`src/rtl/gpio_wb.sv`:
```
// gpio_wb: Wishbone-classic slave GPIO controller.
//
// Drives the programmable pad controls (output value, output enable, Schmitt
// select, slew, pull-up, pull-down) from bus-writable registers. The pad
// inputs pass through a 2-flop synchronizer and then an edge detector. The
// edge detector sets per-pin sticky PENDING bits, and irq_o is the OR of them.
//
// Ports:
//   clk_i, rst_i        clock, synchronous active-high reset
//   wb_cyc_i/stb_i/we_i Wishbone classic control
//   wb_adr_i[5:2]       word select; wb_sel_i[0] gates writes
//   wb_dat_i/wb_dat_o   write / read data (data in [NUM_GPIO-1:0])
//   wb_ack_o            one-cycle acknowledge, cycle after the request
//   gpi_i               asynchronous pad inputs
//   gpo_o .. gppd_o     pad control vectors
//   irq_o               level interrupt, OR of PENDING
//
// Register map (byte offset):
//   0x00 GPO, 0x04 GPEO, 0x08 GPCS, 0x0C GPSL, 0x10 GPPU, 0x14 GPPD (RW)
//   0x18 GPI (RO, synchronized), 0x1C RISE_EN, 0x20 FALL_EN (RW)
//   0x24 PENDING (write-1-to-clear), 0x28..0x3C unmapped (read 0)

module gpio_wb #(
    parameter int unsigned          NUM_GPIO = 4,
    parameter logic [NUM_GPIO-1:0]  SL_RST   = {NUM_GPIO{1'b1}}
) (
    input  logic                clk_i,
    input  logic                rst_i,

    input  logic                wb_cyc_i,
    input  logic                wb_stb_i,
    input  logic                wb_we_i,
    input  logic [5:0]          wb_adr_i,
    input  logic [3:0]          wb_sel_i,
    input  logic [31:0]         wb_dat_i,
    output logic [31:0]         wb_dat_o,
    output logic                wb_ack_o,

    input  logic [NUM_GPIO-1:0] gpi_i,
    output logic [NUM_GPIO-1:0] gpo_o,
    output logic [NUM_GPIO-1:0] gpeo_o,
    output logic [NUM_GPIO-1:0] gpcs_o,
    output logic [NUM_GPIO-1:0] gpsl_o,
    output logic [NUM_GPIO-1:0] gppu_o,
    output logic [NUM_GPIO-1:0] gppd_o,
    output logic                irq_o
);

    localparam logic [3:0] AddrGpo     = 4'h0;
    localparam logic [3:0] AddrGpeo    = 4'h1;
    localparam logic [3:0] AddrGpcs    = 4'h2;
    localparam logic [3:0] AddrGpsl    = 4'h3;
    localparam logic [3:0] AddrGppu    = 4'h4;
    localparam logic [3:0] AddrGppd    = 4'h5;
    localparam logic [3:0] AddrGpi     = 4'h6;
    localparam logic [3:0] AddrRiseEn  = 4'h7;
    localparam logic [3:0] AddrFallEn  = 4'h8;
    localparam logic [3:0] AddrPending = 4'h9;

    // Bus state
    logic                ack_q;
    logic [31:0]         dat_q;

    // Control registers
    logic [NUM_GPIO-1:0] gpo_q, gpeo_q, gpcs_q, gpsl_q, gppu_q, gppd_q;
    logic [NUM_GPIO-1:0] rise_en_q, fall_en_q, pending_q;

    // Input path: s1/s2 synchronizer, prev holds s2 from the previous cycle
    logic [NUM_GPIO-1:0] sync1_q, sync2_q, prev_q;

    logic                req;
    logic                wr_en;
    logic [3:0]          addr;
    logic [NUM_GPIO-1:0] wdata;
    logic [NUM_GPIO-1:0] rdata;
    logic [31:0]         rdata_ext;
    logic [NUM_GPIO-1:0] w1c_mask;
    logic [NUM_GPIO-1:0] rise, fall;
    logic [NUM_GPIO-1:0] pending_d;
    logic [31:0]         dat_d;

    // Bits of the bus that the register file never looks at
    logic unused_bus;
    assign unused_bus = ^{wb_adr_i[1:0], wb_sel_i[3:1], wb_dat_i[31:NUM_GPIO]};

    // ack_q masks the request so a held cyc/stb is acked every other cycle
    assign req   = wb_cyc_i & wb_stb_i & ~ack_q;
    assign wr_en = req & wb_we_i & wb_sel_i[0];
    assign addr  = wb_adr_i[5:2];
    assign wdata = wb_dat_i[NUM_GPIO-1:0];

    always_comb begin
        rdata = '0;
        case (addr)
            AddrGpo:     rdata = gpo_q;
            AddrGpeo:    rdata = gpeo_q;
            AddrGpcs:    rdata = gpcs_q;
            AddrGpsl:    rdata = gpsl_q;
            AddrGppu:    rdata = gppu_q;
            AddrGppd:    rdata = gppd_q;
            AddrGpi:     rdata = sync2_q;
            AddrRiseEn:  rdata = rise_en_q;
            AddrFallEn:  rdata = fall_en_q;
            AddrPending: rdata = pending_q;
            default:     rdata = '0;
        endcase
    end

    assign rdata_ext = {{(32 - NUM_GPIO){1'b0}}, rdata};

    // Read data is only presented alongside the ack; otherwise the bus is 0
    assign dat_d = req ? rdata_ext : 32'h0;

    assign w1c_mask = (wr_en && (addr == AddrPending)) ? wdata : '0;

    assign rise = sync2_q & ~prev_q & rise_en_q;
    assign fall = ~sync2_q & prev_q & fall_en_q;

    // New events are OR-ed in after the clear, so a set beats a same-cycle W1C
    assign pending_d = (pending_q & ~w1c_mask) | rise | fall;

    always_ff @(posedge clk_i) begin
        if (rst_i) begin
            ack_q     <= 1'b0;
            dat_q     <= 32'h0;
            gpo_q     <= '0;
            gpeo_q    <= '0;
            gpcs_q    <= '0;
            gpsl_q    <= SL_RST;
            gppu_q    <= '0;
            gppd_q    <= '0;
            rise_en_q <= '0;
            fall_en_q <= '0;
            pending_q <= '0;
            sync1_q   <= '0;
            sync2_q   <= '0;
            prev_q    <= '0;
        end else begin
            ack_q     <= req;
            dat_q     <= dat_d;
            sync1_q   <= gpi_i;
            sync2_q   <= sync1_q;
            prev_q    <= sync2_q;
            pending_q <= pending_d;
            if (wr_en) begin
                case (addr)
                    AddrGpo:    gpo_q     <= wdata;
                    AddrGpeo:   gpeo_q    <= wdata;
                    AddrGpcs:   gpcs_q    <= wdata;
                    AddrGpsl:   gpsl_q    <= wdata;
                    AddrGppu:   gppu_q    <= wdata;
                    AddrGppd:   gppd_q    <= wdata;
                    AddrRiseEn: rise_en_q <= wdata;
                    AddrFallEn: fall_en_q <= wdata;
                    default:    ;
                endcase
            end
        end
    end

    assign wb_ack_o = ack_q;
    assign wb_dat_o = dat_q;
    assign gpo_o    = gpo_q;
    assign gpeo_o   = gpeo_q;
    assign gpcs_o   = gpcs_q;
    assign gpsl_o   = gpsl_q;
    assign gppu_o   = gppu_q;
    assign gppd_o   = gppd_q;
    assign irq_o    = |pending_q;

endmodule

```
`config.mk`:
```
export PLATFORM = sky130hd
export DESIGN_NAME = gpio_wb
export DESIGN_NICKNAME = d
export VERILOG_FILES = /design/src/rtl/gpio_wb.sv
export SDC_FILE = /design/constraint.sdc
export NUM_CORES = 1
export LEC_CHECK = 0
export BUFFER_PORTS_ARGS = -buffer_cell sky130_fd_sc_hd__buf_2
export CAP_MARGIN = 0
export CORE_MARGIN = 1.5
export CORE_UTILIZATION = 30
export CTS_BUF_LIST = sky130_fd_sc_hd__clkbuf_8
export CTS_CLUSTER_SIZE = 14
export DETAILED_ROUTE_END_ITERATION = 10
export HOLD_SLACK_MARGIN = 0.03
export MAX_ROUTING_LAYER = met4
export PLACE_DENSITY = 0.65
export SLEW_MARGIN = 15
export SYNTH_ARGS = -nofsm -noshare
export SYNTH_HDL_FRONTEND = slang
export SYNTH_SLANG_ARGS = --single-unit
```
`constraint.sdc`:
```
create_clock -name clk_i -period 1.74 [get_ports clk_i]
set_input_delay 0.261 -clock clk_i [delete_from_list [all_inputs] [get_ports clk_i]]
set_output_delay 0.261 -clock clk_i [all_outputs]
set_load 0.05 [all_outputs]
```
==> run_results.csv <==
group,metric,value,unit
synthesis,ys_seq_area_frac,0.394,
synthesis,ys_top_cells_by_count,"dfxtp_1, mux2i_1, nor2_1",
power,power_leakage,0.00128,uW
worst_setup_path,cp-startpoint,"pending_q[1]",
clocking,tritoncts,"built",
sta,hold_slack,135,ps
sta,finalHoldViolations,0,
clocking,numClockSinks,53,
sta,min_period_over_period,0.972,
placed_design,dp_hpwl,5150,um
synthesis,ys.flop_type,"dfxtp_1",
synthesis,yosysTopAreaCellShare,0.394,
floorplan,pin_count,109,
floorplan,row_count,34,
synthesis,synthMostInstantiatedCell,"dfxtp_1",
synthesis,synth_xor_xnor_area_share,0,
sta,finalSetupViolations,0,
clocking,htreeDepth,2,
synthesis,netlist-cell-type-count,40,
sta,period_needed,1690,ps
detailed_routing,detailedRoute.firstIterationViolations,140,
worst_setup_path,path_class,"register to output port",
placed_design,place_area,3040,um^2
clocking,insertion_delay,320,ps
synthesis,async_reset_ff_frac,0,
synthesis,synth_area,2700,um^2
clocking,cts_setup_buffers,0,
worst_setup_path,crit_path_start_kind,"register",
worst_setup_path,reg2reg_from,"wb_ack_o",
sta,setup_slack,49.6,ps
global_routing,grt_usage,0.146,
synthesis,avgSynthCellArea,9.56,um^2
floorplan,die_y,97.8,um
sta,setup_tns,0,ps
global_routing,overflow,0,
sta,rsz0062_at_grt,"no",
sta,final_max_slew_viol_count,0,
placed_design,dp_slack,59.0,ps
global_routing,use_met3,0.0351,
clocking,cts.clk_slew.worst_paths,100,ps
detailed_routing,routed-via-count,2113,
synthesis,synth_compound_area_frac,0.0785,
synthesis,yosys-top-cells-area,"dfxtp_1, mux2i_1, buf_4",
hold_path,hold_path_class,"input pin to register",
synthesis,yosysWarnings,0,
sta,clock.fmax,592,MHz
clocking,cts_root_buf,"clkbuf_8",
global_routing,grt_pass1_vias,1896,
detailed_routing,wl_per_cell,15.1,um
worst_setup_path,critPathArrivalTime,1430,ps
worst_setup_path,worst-r2r-setup-slack,120,ps
detailed_routing,avgViaCountPerCell,4.75,
clocking,cts_buffer_depth,2,
detailed_routing,drt-total-wl,6730,um
placed_design,portBuffers,47,
synthesis,synth.area.mux_share,0.141,
finish,postLayoutCellArea,3150,um^2
worst_setup_path,reg2regPathDepth,5,
floorplan,die_area,9560,um^2
global_routing,met2_usage,0.208,
detailed_routing,ant_nets,0,
clocking,cts_hold_buffers,0,
finish,diodes,0,
detailed_routing,first_pass_iters,4,
global_routing,busiest_layer,"met2",
status,status,"complete, no violations",
placed_design,gp_congestion,0.885,
job,maxCapViolCount,0,
global_routing,grt_pass1_wl,10500,um
global_routing,grt_max_degree,35,
worst_setup_path,crit_path_end_kind,"output port",
finish,final_core_util,0.361,
finish,drive_gt1_frac,0.267,
synthesis,synth.ff_latch_count,53,
power,powerDensity,747,nW/um^2
hold_path,hp-start,"rst_i",
detailed_routing,post-route-drc-count,0,
worst_setup_path,critical_path_required,1480,ps
floorplan,coreArea,8720,um^2
synthesis,synth_top_family_by_area,"simple AND/OR/NAND/NOR gates",
floorplan,initial_utilization,0.309,
synthesis,synth-edff-count,0,
finish,syn_to_final_growth,16.8,%
global_routing,use_met1,0.200,
worst_setup_path,crit_fanout,3,
sta,clock-skew-final,8.80,ps
floorplan,die_w,97.8,um
power,max-vdd-ir-drop,0.000320,V
clocking,numCtsBuffers,5,
worst_setup_path,endpoint,"irq_o",
global_routing,antenna_found_initial,0,
worst_setup_path,worstReg2RegEnd,"gpeo_o[2]",
synthesis,synth_top_area_cell,"dfxtp_1",
finish,fin_nets,387,
synthesis,yosys.area_share.adder,0,
synthesis,syn-instance-count,282,
synthesis,synth-simple-area-share,0.265,
-- routing by layer --
metal / vias to the layer above / wire [um]
li1: 1033 / -
met1: 992 / 3240
met3: 13 / 344
met2: 75 / 2990
met4: 0 / 157
met5: - / 0
-- metrics by stage --
step,power [uW],instances
6_report,2350,445
5_1_grt,2450,445
4_1_cts,2370,445
3_5_place_dp,1620,437
3_3_place_gp,1620,437
2_1_floorplan,1590,309
-- power by group --
group          internal (uW)  total [uW]  switching [uW]
registers               1230        1230            7.46
clock network            302         757             455
logic                   84.5         359             274
-- critical path, cell delays in order, from the launching register on --
cell     delay, ps
dfxtp_1        370
or4_4          570
buf_6          170
-- worst min-delay path by stage --
stage	slack, ps	cells past startpoint	to
after floorplan	390	1	sync1_q[0]
after global placement	420	1	sync2_q[2]
after detailed placement	430	1	sync2_q[0]
after CTS	130	2	sync1_q[2]
after global routing	130	2	wb_ack_o
final	130	2	wb_ack_o
-- cell families after synthesis --
group / Yosys count
flops: 53
mux: 38
other cells: 1
buf+inv: 53
compound gates: 35
simple gates: 102
-- cell usage in the layout (no fill, tap or decap), types with 2 or more instances in the layout --
cell type and n:
buf_2 46, o21ai_0 10, nor3b_1 3, nor3_1 8, or4_4 2, mux2i_1 38
buf_12 2, nor4_4 8, clkbuf_8 5, nor4bb_1 2, nand2_1 4, a31oi_1 6
a21oi_1 10, nor2_1 33, buf_4 18, nand2b_1 5, conb_1 28, nor2b_1 14
nand3_1 2, nand3b_1 13, inv_1 6, dfxtp_1 52
-- repair_timing --
action | CTS | global route
resized for setup | 2 | 1
gates cloned | 0 | 0
endpoints found under the setup margin | 1 | 1
-- area by class of cell --
type	count	area, um^2
repair buffers	67	417
inverters	6	22.5
flip-flops and latches	53	1060
clock inverters	3	28.8
well taps	108	135
fillers	900	5570
clock buffers	5	68.8
multi-input cells	203	1410
No activity file was read; power rests on OpenSTA's default activity.
